`src/rtl/pool_pkg.sv`:
```
// Shared constants and FSM state encoding for the 6-sample averaging pool controller.
package pool_pkg;

    localparam int WIN         = 6;
    localparam int BRAM_RD_LAT = 1;
    localparam int DATA_W      = 8;
    localparam int SUM_W       = 16;

    typedef enum logic [2:0] {
        IDLE  = 3'd0,
        FETCH = 3'd1,
        DRAIN = 3'd2,
        WRITE = 3'd3,
        FIN   = 3'd4
    } state_t;

endpackage

```
`src/rtl/avg_pool_ctrl_avg.sv`:
```
// Combinational 6-input average: 16-bit sum followed by a truncating divide by 6.
module avg
    import pool_pkg::*;
(
    input  logic [WIN-1:0][DATA_W-1:0] i_samples,
    output logic [DATA_W-1:0]          o_avg
);

    // The largest possible sum (6 * 255) divided by 6 still fits in DATA_W bits.
    function automatic logic [DATA_W-1:0] f_div_win(input logic [SUM_W-1:0] sum);
        return DATA_W'(sum / SUM_W'(WIN));
    endfunction

    logic [SUM_W-1:0] w_sum;

    always_comb begin
        w_sum = '0;
        for (int i = 0; i < WIN; i++) begin
            w_sum = w_sum + SUM_W'(i_samples[i]);
        end
    end

    assign o_avg = f_div_win(w_sum);

endmodule

```
`src/rtl/avg_pool_ctrl.sv`:
```
// Sequences BRAM fetches of 6-sample windows through the avg datapath and writes
// one average per window to the destination BRAM.
module avg_pool_ctrl
    import pool_pkg::*;
#(
    parameter int ADDR_W = 10,
    parameter int CNT_W  = 10
) (
    input  logic              clk,
    input  logic              rst,
    input  logic              start,
    input  logic [ADDR_W-1:0] src_base,
    input  logic [ADDR_W-1:0] dst_base,
    input  logic [CNT_W-1:0]  num_win,
    output logic              busy,
    output logic              done,
    output logic              src_en,
    output logic [ADDR_W-1:0] src_addr,
    input  logic [DATA_W-1:0] src_dout,
    output logic              dst_we,
    output logic [ADDR_W-1:0] dst_addr,
    output logic [DATA_W-1:0] dst_din
);

    state_t              r_state;
    state_t              w_state_nxt;

    logic [2:0]          r_k;
    logic [CNT_W-1:0]    r_w;
    logic [ADDR_W-1:0]   r_src_base;
    logic [ADDR_W-1:0]   r_dst_base;
    logic [CNT_W-1:0]    r_num_win;
    logic [ADDR_W-1:0]   r_win_off;
    logic [DATA_W-1:0]   r_sample [WIN];

    logic                r_busy;
    logic                r_done;
    logic                r_src_en;
    logic [ADDR_W-1:0]   r_src_addr;
    logic                r_dst_we;
    logic [ADDR_W-1:0]   r_dst_addr;
    logic [DATA_W-1:0]   r_dst_din;

    logic                w_last_fetch;
    logic [2:0]          w_k_nxt;
    logic [CNT_W:0]      w_w_nxt;
    logic                w_more;
    logic [ADDR_W-1:0]   w_fetch_addr_nxt;
    logic [ADDR_W-1:0]   w_win_off_nxt;
    logic [WIN-1:0][DATA_W-1:0] w_avg_in;
    logic [DATA_W-1:0]   w_avg;

    assign w_last_fetch     = (r_k == 3'(WIN - 1));
    assign w_k_nxt          = r_k + 3'd1;
    assign w_w_nxt          = {1'b0, r_w} + (CNT_W + 1)'(1);
    assign w_more           = (w_w_nxt < {1'b0, r_num_win});
    assign w_fetch_addr_nxt = r_src_base + r_win_off + ADDR_W'(w_k_nxt);
    assign w_win_off_nxt    = r_win_off + ADDR_W'(WIN);

    // The last sample arrives during DRAIN, the same edge dst_din is registered,
    // so that lane takes the BRAM output directly instead of its sample register.
    always_comb begin
        for (int i = 0; i < WIN; i++) begin
            w_avg_in[i] = r_sample[i];
        end
        if (r_state == DRAIN) begin
            w_avg_in[WIN-1] = src_dout;
        end
    end

    avg u_avg (
        .i_samples (w_avg_in),
        .o_avg     (w_avg)
    );

    always_ff @(posedge clk) begin
        if (rst) begin
            r_state <= IDLE;
        end else begin
            r_state <= w_state_nxt;
        end
    end

    always_comb begin
        w_state_nxt = r_state;
        case (r_state)
            IDLE: begin
                if (start) begin
                    w_state_nxt = (num_win != '0) ? FETCH : FIN;
                end
            end
            FETCH: begin
                if (w_last_fetch) begin
                    w_state_nxt = DRAIN;
                end
            end
            DRAIN:   w_state_nxt = WRITE;
            WRITE:   w_state_nxt = w_more ? FETCH : FIN;
            FIN:     w_state_nxt = IDLE;
            default: w_state_nxt = IDLE;
        endcase
    end

    always_ff @(posedge clk) begin
        if (rst) begin
            r_k        <= '0;
            r_w        <= '0;
            r_src_base <= '0;
            r_dst_base <= '0;
            r_num_win  <= '0;
            r_win_off  <= '0;
            for (int i = 0; i < WIN; i++) begin
                r_sample[i] <= '0;
            end
            r_busy     <= 1'b0;
            r_done     <= 1'b0;
            r_src_en   <= 1'b0;
            r_src_addr <= '0;
            r_dst_we   <= 1'b0;
            r_dst_addr <= '0;
            r_dst_din  <= '0;
        end else begin
            r_busy   <= (w_state_nxt != IDLE);
            r_done   <= (w_state_nxt == FIN);
            r_src_en <= (w_state_nxt == FETCH);
            r_dst_we <= (w_state_nxt == WRITE);

            case (r_state)
                IDLE: begin
                    if (start && (num_win != '0)) begin
                        r_src_base <= src_base;
                        r_dst_base <= dst_base;
                        r_num_win  <= num_win;
                        r_w        <= '0;
                        r_k        <= '0;
                        r_win_off  <= '0;
                        r_src_addr <= src_base;
                    end
                end
                FETCH: begin
                    for (int i = 0; i < WIN - 1; i++) begin
                        if (r_k == 3'(i + BRAM_RD_LAT)) begin
                            r_sample[i] <= src_dout;
                        end
                    end
                    if (!w_last_fetch) begin
                        r_k        <= w_k_nxt;
                        r_src_addr <= w_fetch_addr_nxt;
                    end
                end
                DRAIN: begin
                    r_sample[WIN-1] <= src_dout;
                    r_dst_addr      <= r_dst_base + ADDR_W'(r_w);
                    r_dst_din       <= w_avg;
                end
                WRITE: begin
                    r_w <= w_w_nxt[CNT_W-1:0];
                    if (w_more) begin
                        r_k        <= '0;
                        r_win_off  <= w_win_off_nxt;
                        r_src_addr <= r_src_base + w_win_off_nxt;
                    end
                end
                default: begin
                end
            endcase
        end
    end

    assign busy     = r_busy;
    assign done     = r_done;
    assign src_en   = r_src_en;
    assign src_addr = r_src_addr;
    assign dst_we   = r_dst_we;
    assign dst_addr = r_dst_addr;
    assign dst_din  = r_dst_din;

endmodule

```
`config.mk`:
```
export PLATFORM = sky130hd
export DESIGN_NAME = avg_pool_ctrl
export DESIGN_NICKNAME = d
export VERILOG_FILES = /design/src/rtl/pool_pkg.sv /design/src/rtl/avg_pool_ctrl_avg.sv /design/src/rtl/avg_pool_ctrl.sv
export SDC_FILE = /design/constraint.sdc
export NUM_CORES = 1
export LEC_CHECK = 0
export ABC_AREA = 1
export BUFFER_PORTS_ARGS = -buffer_cell sky130_fd_sc_hd__buf_2
export CAP_MARGIN = 20
export CORE_MARGIN = 1
export CORE_UTILIZATION = 55
export CTS_BUF_LIST = sky130_fd_sc_hd__clkbuf_2 sky130_fd_sc_hd__clkbuf_4 sky130_fd_sc_hd__clkbuf_8
export CTS_CLUSTER_SIZE = 20
export DETAILED_ROUTE_END_ITERATION = 16
export PLACE_DENSITY = 0.81
export REMOVE_ABC_BUFFERS = 1
export SLEW_MARGIN = 15
export SYNTH_ARGS = -nofsm -noshare
export SYNTH_HDL_FRONTEND = slang
export SYNTH_SLANG_ARGS = --single-unit
```
`constraint.sdc`:
```
create_clock -name clk -period 5.25 [get_ports clk]
set_input_delay 0 -clock clk [delete_from_list [all_inputs] [get_ports clk]]
set_output_delay 0 -clock clk [all_outputs]
set_load 0.02 [all_outputs]
```
== Yosys cells after proc, flatten, opt, wreduce, memory -nomap -nowiden ==
Memories as Yosys holds them, arrays and structs flattened.
Cells that the tools add are included.
Widths: inputs -> output; s select.
Word-level totals
  register bits after elaboration: 88
  memory bits (writable): 48
  input port bits: 41
  output and inout bits: 32
  logic and storage cells: 108
  memories kept: 1
Memory list
  r_sample: depth 6, bits a word 8, rd ports 6, clocked after memory_dff 0, write ports 6, line avg_pool_ctrl.sv:34  | logic [DATA_W-1:0] r_sample [WIN];
Operators by class
  $add $sub $neg: 12
  div/mod/pow operators: 1
  magnitude comparators: 1
  eq/ne operators: 14
  mux-type cells: 49
  bitwise operators: 6
  reduce and logical (&&, ||, !) cells: 10
Operator list (count)
  $add 16x8->16: 4
  $mux 8: 7
  $mux 10: 5
  $pmux 10 s2: 2
  $add 10x10->10: 3
  $pmux 10 s3: 1
  $mux 1: 25
  $mux 3: 7
  $div 16x3->16 const B: 1
  $eq 3x2->1 const B: 5
  $pmux 3 s4: 1
  $add 10x1->11 const B: 1
  $lt 11x10->1: 1
  $add 10x3->10: 1
  $add 10x3->10 const B: 1
  $reduce_bool 10->1: 1
  $add 8x8->9: 1
  $eq 3x1->1 const B: 3
  $eq 3x3->1 const B: 3
  $pmux 3 s3: 1
  $ne 2x2->1 const B: 3
  $or 1x1->1: 6
  $reduce_bool 3->1: 2
  $reduce_and 2->1: 2
  6 further kinds: 6

== Logic depth before layout (Yosys ltp) ==
Gate-level depths: netlist (run 1).
An unclocked memory read counts as a cell.
  depth in word-level cells: 7
  mapped depth: 44
  mapped depth without buffers: 44

== Cells and area by module ==
A second synthesis (run 1) with hierarchy kept.
Second synthesis, totals
  cells, all modules: 1106
  area, all modules: 8787.2 um2
Modules (own cells, without submodules)
  avg_pool_ctrl: times used 1, cells an instance 888, area each 7191.9 um2, seq. area each 3183.1 um2
  avg: times used 1, cells an instance 218, area each 1595.3 um2, seq. area each 0.0 um2

== Worst setup path before layout (run 1) ==
OpenSTA, ideal clock, no wires.
  path type: register to register
  from: memory r_sample[1][0]
  to: register r_dst_din[0] (netlist: dst_din[0])
  library setup time: 0.112 ns
  arrival time: 5.663 ns
  data required time: 5.138 ns
  path slack: -0.525 ns
  cell stages (with the launch flop): 41
  buffers on the path: 0
  period minus slack after synthesis: 5.775 ns
  path through: edfxtp_1 ha_1 inv_1 fa_1 o21ai_0 a21oi_1 o21ai_0 xnor2_1 inv_1 fa_1 fa_1 inv_1 fa_1 inv_1 ha_1 nand2_1 nand2_1 a21oi_1 [... 5 more ...] nor2_2 nand2_1 nand2_2 inv_1 o21bai_2 nand2_1 a21oi_1 nor2_1 o21bai_2 nand3_2 nand2_2 nand2_2 nand2_2 inv_1 mux2i_1 nand2_1 nand2_1 nand2_1
RTL lines
  start, declared: line avg_pool_ctrl.sv:34
  end signal, assigned: line avg_pool_ctrl.sv:154  | r_dst_din <= w_avg;
  end, declared: line avg_pool_ctrl.sv:42  | logic [DATA_W-1:0] r_dst_din;

==> results of run 1 <==
-- registers in the layout, indices dropped and copies added (netlist names) --
name	flops
busy	1
done	1
dst_addr	10
dst_din	8
dst_we	1
r_dst_base	10
r_k	3
r_num_win	10
r_sample	48
r_src_base	10
r_state	3
r_w	10
r_win_off	9
src_addr	10
src_en	1
-- worst max-delay path: cells and delay by family (launching register included) --
kind | cells | cell delay (ns)
AOI/OAI and AO/OA | 8 | 1.13
and+or+nand+nor | 12 | 1.26
DFF | 1 | 0.34
buffers and inverters | 9 | 0.80
xor gates and xnor gates | 1 | 0.14
adders and majority gates | 6 | 2.39
-- placed cells by master (no fill, tap or decap), types with 4 or more instances in the layout --
cell,n
a211oi_1,4
a21oi_1,65
a21oi_2,8
a21oi_4,4
a22o_1,5
a41oi_1,4
buf_2,72
buf_4,58
buf_6,10
clkbuf_4,6
clkbuf_8,21
dfxtp_1,87
dlygate4sd3_1,39
edfxtp_1,48
fa_1,28
ha_1,62
ha_4,6
inv_1,136
inv_2,22
nand2_1,137
nand2_2,17
nand2_4,16
nand3_1,18
nand3_2,6
nand3_4,8
nand4_1,6
nor2_1,138
nor2_4,5
nor3_1,4
o21ai_0,68
o21ai_2,4
o21bai_1,5
xnor2_1,11
xor2_1,21
xor2_2,4
-- layout make-up --
class | instances | area [sq um]
clock buffers | 27 | 334
clock inverters | 4 | 45.0
fillers | 1038 | 3980
inverters | 159 | 597
multi-input cells | 695 | 4920
flip-flops and latches | 135 | 3180
well taps | 184 | 230
repair buffers | 179 | 1300
-- repair_timing --
action	4_1_cts	5_1_grt
setup endpoints to repair	7	7
hold buffers	39	0
pin swaps	45	51
gates cloned	0	0
endpoints found under the hold margin	85	0
buffers inserted	19	8
gates resized for setup	92	45
-- power groups by stage --
stage | Clock (mW) | Combinational (mW) | Sequential, mW
floorplan | 0 | 1.88 | 1.21
global placement | 0 | 2.66 | 1.19
detailed placement | 0 | 2.76 | 1.19
CTS | 0.839 | 3.74 | 1.17
global route | 0.885 | 5.04 | 1.18
finish | 0.829 | 4.67 | 1.17
-- final timing paths --
kind                            cells past startpoint                  endpoint  slack, ns                         start
worst min register to register                      2  dst_addr[1]$_SDFFE_PP0P_       0.46      dst_addr[1]$_SDFFE_PP0P_
worst max register to register                     36   dst_din[2]$_SDFFE_PP0P_      -0.95  r_sample[1][0]$_SDFFCE_PN0P_
worst max-delay path                               36   dst_din[2]$_SDFFE_PP0P_      -0.95  r_sample[1][0]$_SDFFCE_PN0P_
worst min-delay path                                2   dst_din[6]$_SDFFE_PP0P_       0.09                           rst
-- routing by layer --
metal | routed length, um | up-vias
li1 | - | 3639
met3 | 746 | 42
met1 | 8380 | 3533
met4 | 455 | 0
met5 | 0 | -
met2 | 10900 | 172
-- cells by family after synthesis --
logic type               after synthesis  synth area share [%]
AND/OR/NAND/NOR                      370                  18.7
AO/OA/AOI/OAI                        190                  13.0
buffers and inverters                183                  8.41
flip-flops                           135                  38.5
adder cells (fa/ha/maj)               98                  17.5
XOR/XNOR                              36                  3.82
multiplexers                           1                 0.121
-- stage by stage --
step	TNS, ns	util, %	cell area, sq um	hold WS, ns	worst slack, ns
2_1_floorplan	-1.47	-	8160	0.0691	-0.530
3_3_place_gp	-2.57	62.3	9090	0.257	-0.744
3_5_place_dp	-4.58	62.3	9090	0.254	-1.14
4_1_cts	-2.41	70.9	10300	0.0708	-0.684
5_1_grt	-6.14	72.7	10600	0.0914	-1.27
6_report	-4.23	72.7	10600	0.0899	-0.953
==> results_tabular.tex, run 1 <==
\begin{tabular}{lr}
\hline
Metric & Value \\
\hline
\multicolumn{2}{l}{\textbf{Outcome}} \\
\quad Run status & finished with violations \\
\quad Failing checks & negative setup slack \\
\multicolumn{2}{l}{\textbf{Cells and area}} \\
\quad Syn-to-layout area delta & 28.4\% \\
\quad Count of non-filler cells in the finished layout & roughly 1400 \\
\quad Number of antenna repair diodes & 0 \\
\quad Nets@finish & 1326 \\
\quad Ratio of cells with drive above 1 in the final layout & about a quarter \\
\multicolumn{2}{l}{\textbf{Route}} \\
\quad DRT Wirelength & between 20000 and 25000 um \\
\quad Number of search-and-repair iterations in the first detailed-routing pass & 5 \\
\quad Final ANT Viol Nets & 0 \\
\quad WL per Instance & about 15 um \\
\quad Total number of vias & about 7400 \\
\quad Average via count per standard cell & 5.34 \\
\quad DRC & 0 \\
\quad DRT iter0 DRCs & 390 \\
\multicolumn{2}{l}{\textbf{Clocking}} \\
\quad TritonCTS Buffers & 17 \\
\quad Clock root cell & clkbuf\_8 \\
\quad Deepest level of the CTS H-tree & 4 \\
\quad Maximum clock path buffer count & 2 \\
\quad Clock tree from TritonCTS & built \\
\quad CTS sink count & 135 \\
\quad CTS clk-pin slew, worst paths & $\sim$0.07 ns \\
\quad Clk Latency, worst-skew pair & around 0.45 ns \\
\multicolumn{2}{l}{\textbf{Critical path}} \\
\quad Worst endpoint data arrival time & $\sim$6.6 ns \\
\quad Crit Path Category & reg -> reg \\
\quad Critical path fanouts, max & 4 \\
\quad Crit path required time & $\sim$5.6 ns \\
\quad Slowest stage cell on the critical path & fa\_1 \\
\quad Slowest Stage Delay on Critical Path & around 0.56 ns \\
\quad Sort of element at the end of the critical path & flop \\
\quad Kind of start point of the critical path & flop \\
\multicolumn{2}{l}{\textbf{Power and ir drop}} \\
\quad Overall Power & about 6.7 mW \\
\quad Pleak & roughly 5 nW \\
\quad Switching Share & between 40\% and 50\% \\
\quad Worst ir drop on vdd & 810 uV \\
\quad Sequential Power Share & between 15 and 20\% \\
\quad Clk network pwr share & between 10\% and 20\% \\
\quad Net Sw Power & between 2 and 3 mW \\
\quad Cell area power density & roughly 630 mW/mm\^{}2 \\
\quad Design internal power & 3.72 mW \\
\quad Part of the power in combinational logic & 70.0\% \\
\multicolumn{2}{l}{\textbf{Synthesis}} \\
\quad Largest cells by area after synthesis & dfxtp\_1 21\%, edfxtp\_1 17\%, ha\_1 10\% \\
\quad Synth Instances & 1013 \\
\quad Warnings, synthesis & 0 \\
\quad Most used flip-flop cell after synthesis & dfxtp\_1 \\
\quad Top cells by instance count after synthesis & 159 x nand2\_1, 156 x inv\_1, 142 x nor2\_1, 87 x dfxtp\_1, 76 x a21oi\_1 \\
\quad Cell taking the most area after synthesis & dfxtp\_1 \\
\quad Fraction of synthesized cell area taken by the top area cell type & between 20\% and 30\% \\
\quad Cell area after synthesis & $\sim$0.0083 sq mm \\
\quad Cell with the most instances after synthesis & nand2\_1 \\
\quad EDFF count, synth & 48 \\
\quad Total of flip-flops plus latches after synthesis & between 100 and 150 \\
\quad Proportion of synthesized chip area in sequential cells & roughly 39\% \\
\quad Mapped Avg Cell Area & 8.15 sq um \\
\quad Unique masters post-synth & 48 \\
\quad Proportion of register bits with asynchronous set or reset after synthesis & 0\% \\
\multicolumn{2}{l}{\textbf{Timing}} \\
\quad Setup skew after layout & slightly above 0.01 ns \\
\quad Minimum setup slack in the final design & -0.953 ns \\
\quad Final-report setup violation count & 7 \\
\quad Number of hold-slack violations in the final timing report & 0 \\
\quad Transition time at the pin with the least slew margin & 1.02 ns \\
\quad Portion of the clock cycle consumed by the worst path in the final layout & 118\% \\
\quad Unrepaired setup endpoints after global routing & true \\
\quad Time the worst path needs with I/O delays and setup & around 6.2 ns \\
\quad Fmax & roughly 160 MHz \\
\quad Relative max-transition margin & 31.9\% \\
\quad Max-slew violation total from the final report & 0 \\
\multicolumn{2}{l}{\textbf{GRT}} \\
\quad Grt peak-use layer & met2 \\
\quad Met3 Usage GRT & 3.82\% \\
\quad Via count of the first global-routing pass & approximately 7500 \\
\quad Initial antenna violation count & 0 \\
\quad GRT Residual Overflow & 0 \\
\quad Maximum number of pins on one net before global-route repair & 44 \\
\quad Total global-route track usage & about 27\% \\
\quad Met2 track utilization from global routing & between 40\% and 50\% \\
\quad Met1 capacity usage during global routing & roughly a third \\
\quad Global-route wire length before repair & $\sim$34000 um \\
\multicolumn{2}{l}{\textbf{Floorplan}} \\
\quad Rows & between 40 and 50 \\
\quad Die boundary width & about 120 um \\
\quad Area of the die & 0.0155 sq mm \\
\quad Count of pins on the block boundary & 73 \\
\quad Die height & about 120 um \\
\quad Effective utilization at floorplan & a little under three fifths \\
\quad Core area & approximately 0.015 sq mm \\
\multicolumn{2}{l}{\textbf{Place}} \\
\quad Placed wire-length estimate after detailed placement & about 13000 um \\
\quad Routability congestion estimate & approximately 0.87 \\
\quad Number of port buffers & slightly above 70 \\
\quad Number of instances in the placed design & about 1300 \\
\multicolumn{2}{l}{\textbf{Min path}} \\
\quad Worst hold path class & in -> reg \\
\multicolumn{2}{l}{\textbf{Job}} \\
\quad Count of maximum capacitance violations & 0 \\
\hline
\end{tabular}
(Power assumes the default switching activity.)
==> inputs of run 2 (changes only) <==
CELL_PAD_IN_SITES_DETAIL_PLACEMENT = 0   (was not set)
CELL_PAD_IN_SITES_GLOBAL_PLACEMENT = 1   (was not set)
CORE_UTILIZATION = 42   (was 55)
PLACE_DENSITY = 0.82   (was 0.81)
SKIP_LAST_GASP = 1   (was not set)
==> results_tabular.tex, run 2 (synthesis results as in run 1) <==
\begin{tabular}{lr}
\hline
Metric & Value \\
\hline
\multicolumn{2}{l}{\textbf{Cells and area}} \\
\quad Register with the most flip-flops & r\_sample (unchanged) \\
\quad Leading cell type in the layout, fill and taps excluded & inv\_1 (was nor2\_1) \\
\quad Fillers & 1811 (was 1038) \\
\quad Most frequent cells in the layout & 147 x inv\_1, 140 x nor2\_1, 140 x nand2\_1, 87 x dfxtp\_1, 72 x buf\_2 (was 138 x nor2\_1, 137 x nand2\_1, 136 x inv\_1, 87 x dfxtp\_1, 72 x buf\_2) \\
\quad Multi-input combinational cell area & 0.00474 sq mm (was 0.00492 sq mm) \\
\quad Syn-to-layout area delta & 27.3\% (was 28.4\%) \\
\quad Register Area & 0.00318 sq mm (unchanged) \\
\quad Ratio of cells with drive above 1 in the final layout & 22.1\% (was 23.8\%) \\
\quad Nets@finish & 1328 (was 1326) \\
\quad Largest register FFs & 48 (unchanged) \\
\quad Number of antenna repair diodes & 0 (unchanged) \\
\multicolumn{2}{l}{\textbf{Critical path}} \\
\quad Slowest Stage Delay on Critical Path & 0.53 ns (was 0.56 ns) \\
\quad Kind of start point of the critical path & flop (unchanged) \\
\quad Slowest stage cell on the critical path & fa\_1 (unchanged) \\
\quad Reg-to-Reg End & dst\_din[0]\$\_SDFFE\_PP0P\_ (was dst\_din[2]\$\_SDFFE\_PP0P\_) \\
\quad Crit Path Category & reg -> reg (unchanged) \\
\quad Crit path required time & 5.60 ns (was 5.59 ns) \\
\quad Critical path fanouts, max & 4 (unchanged) \\
\quad Reg2reg path depth & 35 (was 36) \\
\quad Worst endpoint data arrival time & 6.35 ns (was 6.55 ns) \\
\quad Most Frequent Cell on Critical Path & inv\_1 \\
\quad Sort of element at the end of the critical path & flop (unchanged) \\
\quad Setup slack on the worst flop-to-flop path & -0.75 ns (was -0.95 ns) \\
\quad Reg-to-reg startpoint & r\_sample[0][0]\$\_SDFFCE\_PN0P\_ (was r\_sample[1][0]\$\_SDFFCE\_PN0P\_) \\
\multicolumn{2}{l}{\textbf{Timing}} \\
\quad Setup skew after layout & 0.0148 ns (was 0.0101 ns) \\
\quad Minimum setup slack in the final design & -0.749 ns (was -0.953 ns) \\
\quad Relative max-transition margin & 34.4\% (was 31.9\%) \\
\quad Time the worst path needs with I/O delays and setup & 6.00 ns (was 6.20 ns) \\
\quad Final-layout setup total negative slack & -3.22 ns (was -4.23 ns) \\
\quad Number of hold-slack violations in the final timing report & 0 (unchanged) \\
\quad Max-slew violation total from the final report & 0 (unchanged) \\
\quad Transition time at the pin with the least slew margin & 0.981 ns (was 1.02 ns) \\
\quad Fmax & 167 MHz (was 161 MHz) \\
\quad Portion of the clock cycle consumed by the worst path in the final layout & 114\% (was 118\%) \\
\quad Unrepaired setup endpoints after global routing & true (unchanged) \\
\quad Final-report setup violation count & 6 (was 7) \\
\multicolumn{2}{l}{\textbf{Route}} \\
\quad Number of search-and-repair iterations in the first detailed-routing pass & 5 (unchanged) \\
\quad DRT Wirelength & 19700 um (was 20500 um) \\
\quad Total number of vias & 6997 (was 7386) \\
\quad WL per Instance & 13.5 um (was 14.8 um) \\
\quad DRC & 0 (unchanged) \\
\quad DRT iter0 DRCs & 229 (was 390) \\
\quad Average via count per standard cell & 4.79 (was 5.34) \\
\quad Final ANT Viol Nets & 0 (unchanged) \\
\multicolumn{2}{l}{\textbf{Floorplan}} \\
\quad Die height & 142 um (was 125 um) \\
\quad Area of the die & 0.0202 sq mm (was 0.0155 sq mm) \\
\quad Count of pins on the block boundary & 73 (unchanged) \\
\quad Rows & 50 (was 44) \\
\quad Die boundary width & 142 um (was 125 um) \\
\quad Core area & 0.0190 sq mm (was 0.0146 sq mm) \\
\quad Effective utilization at floorplan & 43.4\% (was 56.6\%) \\
\multicolumn{2}{l}{\textbf{GRT}} \\
\quad Total global-route track usage & 20.7\% (was 27.1\%) \\
\quad GRT Residual Overflow & 0 (unchanged) \\
\quad Global-route wire length before repair & 32800 um (was 34000 um) \\
\quad Maximum number of pins on one net before global-route repair & 44 (unchanged) \\
\quad Initial antenna violation count & 0 (unchanged) \\
\quad Via count of the first global-routing pass & 7102 (was 7478) \\
\multicolumn{2}{l}{\textbf{Clocking}} \\
\quad Clk Latency, worst-skew pair & 0.46 ns (was 0.45 ns) \\
\quad Deepest level of the CTS H-tree & 4 (unchanged) \\
\quad TritonCTS Buffers & 17 (unchanged) \\
\quad CTS sink count & 135 (unchanged) \\
\quad Clock root cell & clkbuf\_8 (unchanged) \\
\quad CTS clk-pin slew, worst paths & 0.07 ns (about the same) \\
\quad Maximum clock path buffer count & 2 (unchanged) \\
\quad Clock tree from TritonCTS & built (unchanged) \\
\multicolumn{2}{l}{\textbf{Min path}} \\
\quad Worst hold endpoint & r\_sample[1][5]\$\_SDFFCE\_PN0P\_ (was dst\_din[6]\$\_SDFFE\_PP0P\_) \\
\quad Number of cells on the worst hold path & 3 (was 2) \\
\quad Worst hold path class & in -> reg (unchanged) \\
\quad Hold wc startpoint & src\_dout[5] (was rst) \\
\multicolumn{2}{l}{\textbf{Power and ir drop}} \\
\quad Worst ir drop on vdd & 590 uV (was 810 uV) \\
\quad Cell area power density & 560 mW/mm\^{}2 (was 628 mW/mm\^{}2) \\
\quad Pleak & 4.97 nW (was 5.00 nW) \\
\multicolumn{2}{l}{\textbf{Outcome}} \\
\quad Failing checks & negative setup slack (unchanged) \\
\quad Run status & finished with violations (unchanged) \\
\multicolumn{2}{l}{\textbf{Place}} \\
\quad Worst setup slack after placement & -1.01 ns (was -1.14 ns) \\
\quad Number of port buffers & 72 (unchanged) \\
\quad Placed wire-length estimate after detailed placement & 13800 um (was 13100 um) \\
\quad Routability congestion estimate & 0.854 (was 0.872) \\
\multicolumn{2}{l}{\textbf{Job}} \\
\quad Count of maximum capacitance violations & 0 (unchanged) \\
\hline
\end{tabular}
run 2: through the flow:
stage / hold WS [ns] / instances / instance area, sq um / utilization [%] / total power, mW
global placement: 0.251 / 1367 / 9190 / 48.3 / 3.90
CTS: 0.00733 / 1457 / 10300 / 54.0 / 5.35
finish: 0.00226 / 1460 / 10500 / 55.3 / 5.88
floorplan: 0.0691 / 989 / 8160 / - / 3.08
global route: 0.0270 / 1460 / 10500 / 55.3 / 6.35
detailed placement: 0.257 / 1367 / 9190 / 48.3 / 3.94
run 2: timing repair:
action,CTS,global route
hold endpoints to repair,71,0
setup endpoints to repair,6,8
gates resized for setup,39,49
hold buffers,37,0
pin swaps,42,54
setup buffers,25,3
run 2: how the worst max path moves through the flow:
stage / from / end / slack, ns
6_report: r_sample[0][0]$_SDFFCE_PN0P_ / dst_din[0]$_SDFFE_PP0P_ / -0.75
4_1_cts: r_sample[0][2]$_SDFFCE_PN0P_ / dst_din[0]$_SDFFE_PP0P_ / -0.74
3_3_place_gp: r_sample[1][0]$_SDFFCE_PN0P_ / dst_din[0]$_SDFFE_PP0P_ / -0.81
5_1_grt: r_sample[1][2]$_SDFFCE_PN0P_ / dst_din[0]$_SDFFE_PP0P_ / -1.20
2_1_floorplan: r_sample[1][0]$_SDFFCE_PN0P_ / dst_din[0]$_SDFFE_PP0P_ / -0.53
3_5_place_dp: r_sample[1][0]$_SDFFCE_PN0P_ / dst_din[0]$_SDFFE_PP0P_ / -1.01
run 2: per-layer routing:
layer	vias to the layer above	wire length (um)	track usage, %
met2	86	9990	37.6
met5	-	0	0
met1	3257	9030	25.3
li1	3630	-	-
met3	24	414	3.50
met4	0	278	5.38
run 2: layout make-up:
| type | count | share of cell area [%] |
|---|---|---|
| Sequential cell | 135 | 30.3 |
| Tap cell | 260 | 3.09 |
| Clock inverter | 3 | 0.381 |
| Clock buffer | 27 | 3.30 |
| Multi-Input combinational cell | 695 | 45.1 |
| Timing Repair Buffer | 181 | 12.1 |
| Inverter | 159 | 5.68 |
run 2: worst max-delay path: cells and delay by family, from the launching register on:
family / cells / cell delay (ns)
adders and majority gates: 6 / 2.35
and+or+nand+nor: 12 / 1.15
AOI/OAI and AO/OA: 6 / 0.82
buffers and inverters: 8 / 0.66
xor gates and xnor gates: 2 / 0.46
DFF: 1 / 0.33
muxes: 1 / 0.12
run 2: where the power goes:
group | leakage [nW] | internal (mW) | switching, mW | total (mW)
registers | 1.21 | 1.14 | 0.0300 | 1.17
logic | 3.56 | 1.78 | 2.08 | 3.86
clock network | 0.206 | 0.465 | 0.383 | 0.849
==> inputs of run 3 (changes only) <==
HOLD_SLACK_MARGIN = 0.06   (was not set)
==> results_tabular.tex, run 3 (synthesis results as in run 1) <==
\begin{tabular}{lr}
\hline
Metric & Value \\
\hline
\multicolumn{2}{l}{\textbf{Outcome}} \\
\quad Run status & finished with violations (unchanged) \\
\quad Failing checks & negative setup slack (unchanged) \\
\multicolumn{2}{l}{\textbf{Min path}} \\
\quad Worst hold path class & in -> reg (unchanged) \\
\quad Number of cells on the worst hold path & 3 (unchanged) \\
\multicolumn{2}{l}{\textbf{Cells and area}} \\
\quad Syn-to-layout area delta & 27.5\% (was 27.3\%) \\
\quad Largest register FFs & 48 (unchanged) \\
\quad Register with the most flip-flops & r\_sample (unchanged) \\
\quad Number of antenna repair diodes & 0 (unchanged) \\
\quad Ratio of cells with drive above 1 in the final layout & 22.0\% (was 22.1\%) \\
\quad Most frequent cells in the layout & 147 x inv\_1, 140 x nor2\_1, 140 x nand2\_1, 87 x dfxtp\_1, 72 x buf\_2 (unchanged) \\
\quad Count of non-filler cells in the finished layout & 1462 (was 1460) \\
\quad Nets@finish & 1330 (was 1328) \\
\quad Util after Layout & 55.4\% (was 55.3\%) \\
\quad Leading cell type in the layout, fill and taps excluded & inv\_1 (unchanged) \\
\multicolumn{2}{l}{\textbf{Critical path}} \\
\quad Critical path depth & 35 (unchanged) \\
\quad Reg2reg path depth & 35 (unchanged) \\
\quad Slowest stage cell on the critical path & fa\_1 (unchanged) \\
\quad Slowest Stage Delay on Critical Path & 0.53 ns (about the same) \\
\quad CP bufs+invs & 8 (unchanged) \\
\quad Setup slack on the worst flop-to-flop path & -0.75 ns (about the same) \\
\quad Sort of element at the end of the critical path & flop (unchanged) \\
\quad Worst endpoint data arrival time & 6.33 ns (was 6.35 ns) \\
\quad Kind of start point of the critical path & flop (unchanged) \\
\quad Most Frequent Cell on Critical Path & inv\_1 (unchanged) \\
\quad Critical path fanouts, max & 4 (unchanged) \\
\quad Crit path required time & 5.58 ns (was 5.60 ns) \\
\quad Crit Path Category & reg -> reg (unchanged) \\
\quad Family with the most delay on the worst path & adder cells (unchanged) \\
\multicolumn{2}{l}{\textbf{Clocking}} \\
\quad TritonCTS Buffers & 17 (unchanged) \\
\quad Clk Latency, worst-skew pair & 0.44 ns (was 0.46 ns) \\
\quad CTS sink count & 135 (unchanged) \\
\quad Clock root cell & clkbuf\_8 (unchanged) \\
\quad Clock tree from TritonCTS & built (unchanged) \\
\quad CTS clk-pin slew, worst paths & 0.07 ns (about the same) \\
\quad Deepest level of the CTS H-tree & 4 (unchanged) \\
\quad Maximum clock path buffer count & 2 (unchanged) \\
\multicolumn{2}{l}{\textbf{Timing}} \\
\quad Max-slew violation total from the final report & 0 (unchanged) \\
\quad Time the worst path needs with I/O delays and setup & 6.00 ns (about the same) \\
\quad Transition time at the pin with the least slew margin & 0.974 ns (was 0.981 ns) \\
\quad Relative max-transition margin & 34.8\% (was 34.4\%) \\
\quad Portion of the clock cycle consumed by the worst path in the final layout & 114\% (about the same) \\
\quad Number of hold-slack violations in the final timing report & 0 (unchanged) \\
\quad Fmax & 167 MHz (about the same) \\
\quad Minimum setup slack in the final design & -0.749 ns (about the same) \\
\quad Unrepaired setup endpoints after global routing & true (unchanged) \\
\quad Setup skew after layout & 0.0155 ns (was 0.0148 ns) \\
\quad Final-report setup violation count & 6 (unchanged) \\
\multicolumn{2}{l}{\textbf{Route}} \\
\quad DRT Wirelength & 19700 um (about the same) \\
\quad DRC & 0 (unchanged) \\
\quad Final ANT Viol Nets & 0 (unchanged) \\
\quad WL per Instance & 13.5 um (about the same) \\
\quad Number of search-and-repair iterations in the first detailed-routing pass & 4 (was 5) \\
\quad Average via count per standard cell & 4.82 (was 4.79) \\
\quad Total number of vias & 7049 (was 6997) \\
\quad DRT iter0 DRCs & 231 (was 229) \\
\multicolumn{2}{l}{\textbf{GRT}} \\
\quad Total global-route track usage & 20.7\% (about the same) \\
\quad Maximum number of pins on one net before global-route repair & 44 (unchanged) \\
\quad Via count of the first global-routing pass & 7109 (was 7102) \\
\quad Initial antenna violation count & 0 (unchanged) \\
\quad Global-route wire length before repair & 32800 um (about the same) \\
\quad GRT Residual Overflow & 0 (unchanged) \\
\multicolumn{2}{l}{\textbf{Power and ir drop}} \\
\quad Worst ir drop on vdd & 590 uV (about the same) \\
\quad Pleak & 4.98 nW (was 4.97 nW) \\
\quad Cell area power density & 558 mW/mm\^{}2 (was 560 mW/mm\^{}2) \\
\quad Overall Power & 5.88 mW (about the same) \\
\multicolumn{2}{l}{\textbf{Place}} \\
\quad Worst setup slack after placement & -1.01 ns (unchanged) \\
\quad Number of instances in the placed design & 1367 (unchanged) \\
\quad Routability congestion estimate & 0.854 (unchanged) \\
\quad Number of port buffers & 72 (unchanged) \\
\quad Placed wire-length estimate after detailed placement & 13800 um (unchanged) \\
\multicolumn{2}{l}{\textbf{Floorplan}} \\
\quad Count of pins on the block boundary & 73 (unchanged) \\
\quad Die boundary width & 142 um (unchanged) \\
\quad Area of the die & 0.0202 sq mm (unchanged) \\
\quad Rows & 50 (unchanged) \\
\quad Die height & 142 um (unchanged) \\
\quad Core area & 0.0190 sq mm (unchanged) \\
\quad Effective utilization at floorplan & 43.4\% (unchanged) \\
\multicolumn{2}{l}{\textbf{Job}} \\
\quad Count of maximum capacitance violations & 0 (unchanged) \\
\hline
\end{tabular}
[run 3: metal layers]
| metal | wire [um] | GRT usage (%) |
|---|---|---|
| met3 | 397 | 3.47 |
| met5 | 0 | 0 |
| met2 | 10000 | 37.6 |
| met1 | 9070 | 25.3 |
| met4 | 225 | 5.38 |
[run 3: repair_timing]
item | 4_1_cts | 5_1_grt
hold buffers | 39 | 0
hold endpoints to repair | 90 | 0
buffers inserted | 25 | 3
pin swaps | 42 | 54
endpoints found under the setup margin | 6 | 8
gates resized for setup | 39 | 49
[run 3: power by group]
part / total, mW / internal, mW / switching [mW]
logic: 3.86 / 1.78 / 2.08
clock network: 0.846 / 0.466 / 0.380
registers: 1.17 / 1.14 / 0.0300
total: 5.88 / 3.39 / 2.49
[run 3: worst paths after layout]
| check | startpoint | to |
|---|---|---|
| setup / recovery | r_sample[0][0]$_SDFFCE_PN0P_ | dst_din[0]$_SDFFE_PP0P_ |
| hold / removal | rst | r_state[0]$_SDFF_PP0_ |
| setup reg to reg | r_sample[0][0]$_SDFFCE_PN0P_ | dst_din[0]$_SDFFE_PP0P_ |
| hold reg to reg | dst_din[0]$_SDFFE_PP0P_ | dst_din[0]$_SDFFE_PP0P_ |
[run 3: worst register-to-register path, delay by kind of cell, from the launching register on]
| kind | cells | cell delay [ns] |
|---|---|---|
| buffers and inverters | 8 | 0.66 |
| DFF | 1 | 0.33 |
| xor gates and xnor gates | 2 | 0.46 |
| AOI/OAI and AO/OA | 6 | 0.82 |
| muxes | 1 | 0.12 |
| and+or+nand+nor | 12 | 1.15 |
| adders and majority gates | 6 | 2.35 |
[run 3: per-stage QoR]
stage	hold WS, ns	instance area [sq um]	TNS (ns)
2_1_floorplan	0.0691	8160	-1.47
3_3_place_gp	0.251	9190	-2.89
3_5_place_dp	0.257	9190	-3.96
4_1_cts	0.0687	10300	-3.04
5_1_grt	0.0834	10500	-5.64
6_report	0.0944	10500	-3.21
[run 3: final cells by class]
| type | instances | area, sq um |
|---|---|---|
| flip-flops and latches | 135 | 3180 |
| well taps | 260 | 325 |
| repair buffers | 183 | 1290 |
| inverters | 159 | 597 |
| fillers | 1811 | 8490 |
| clock inverters | 3 | 40.0 |
| multi-input cells | 695 | 4740 |
| clock buffers | 27 | 347 |
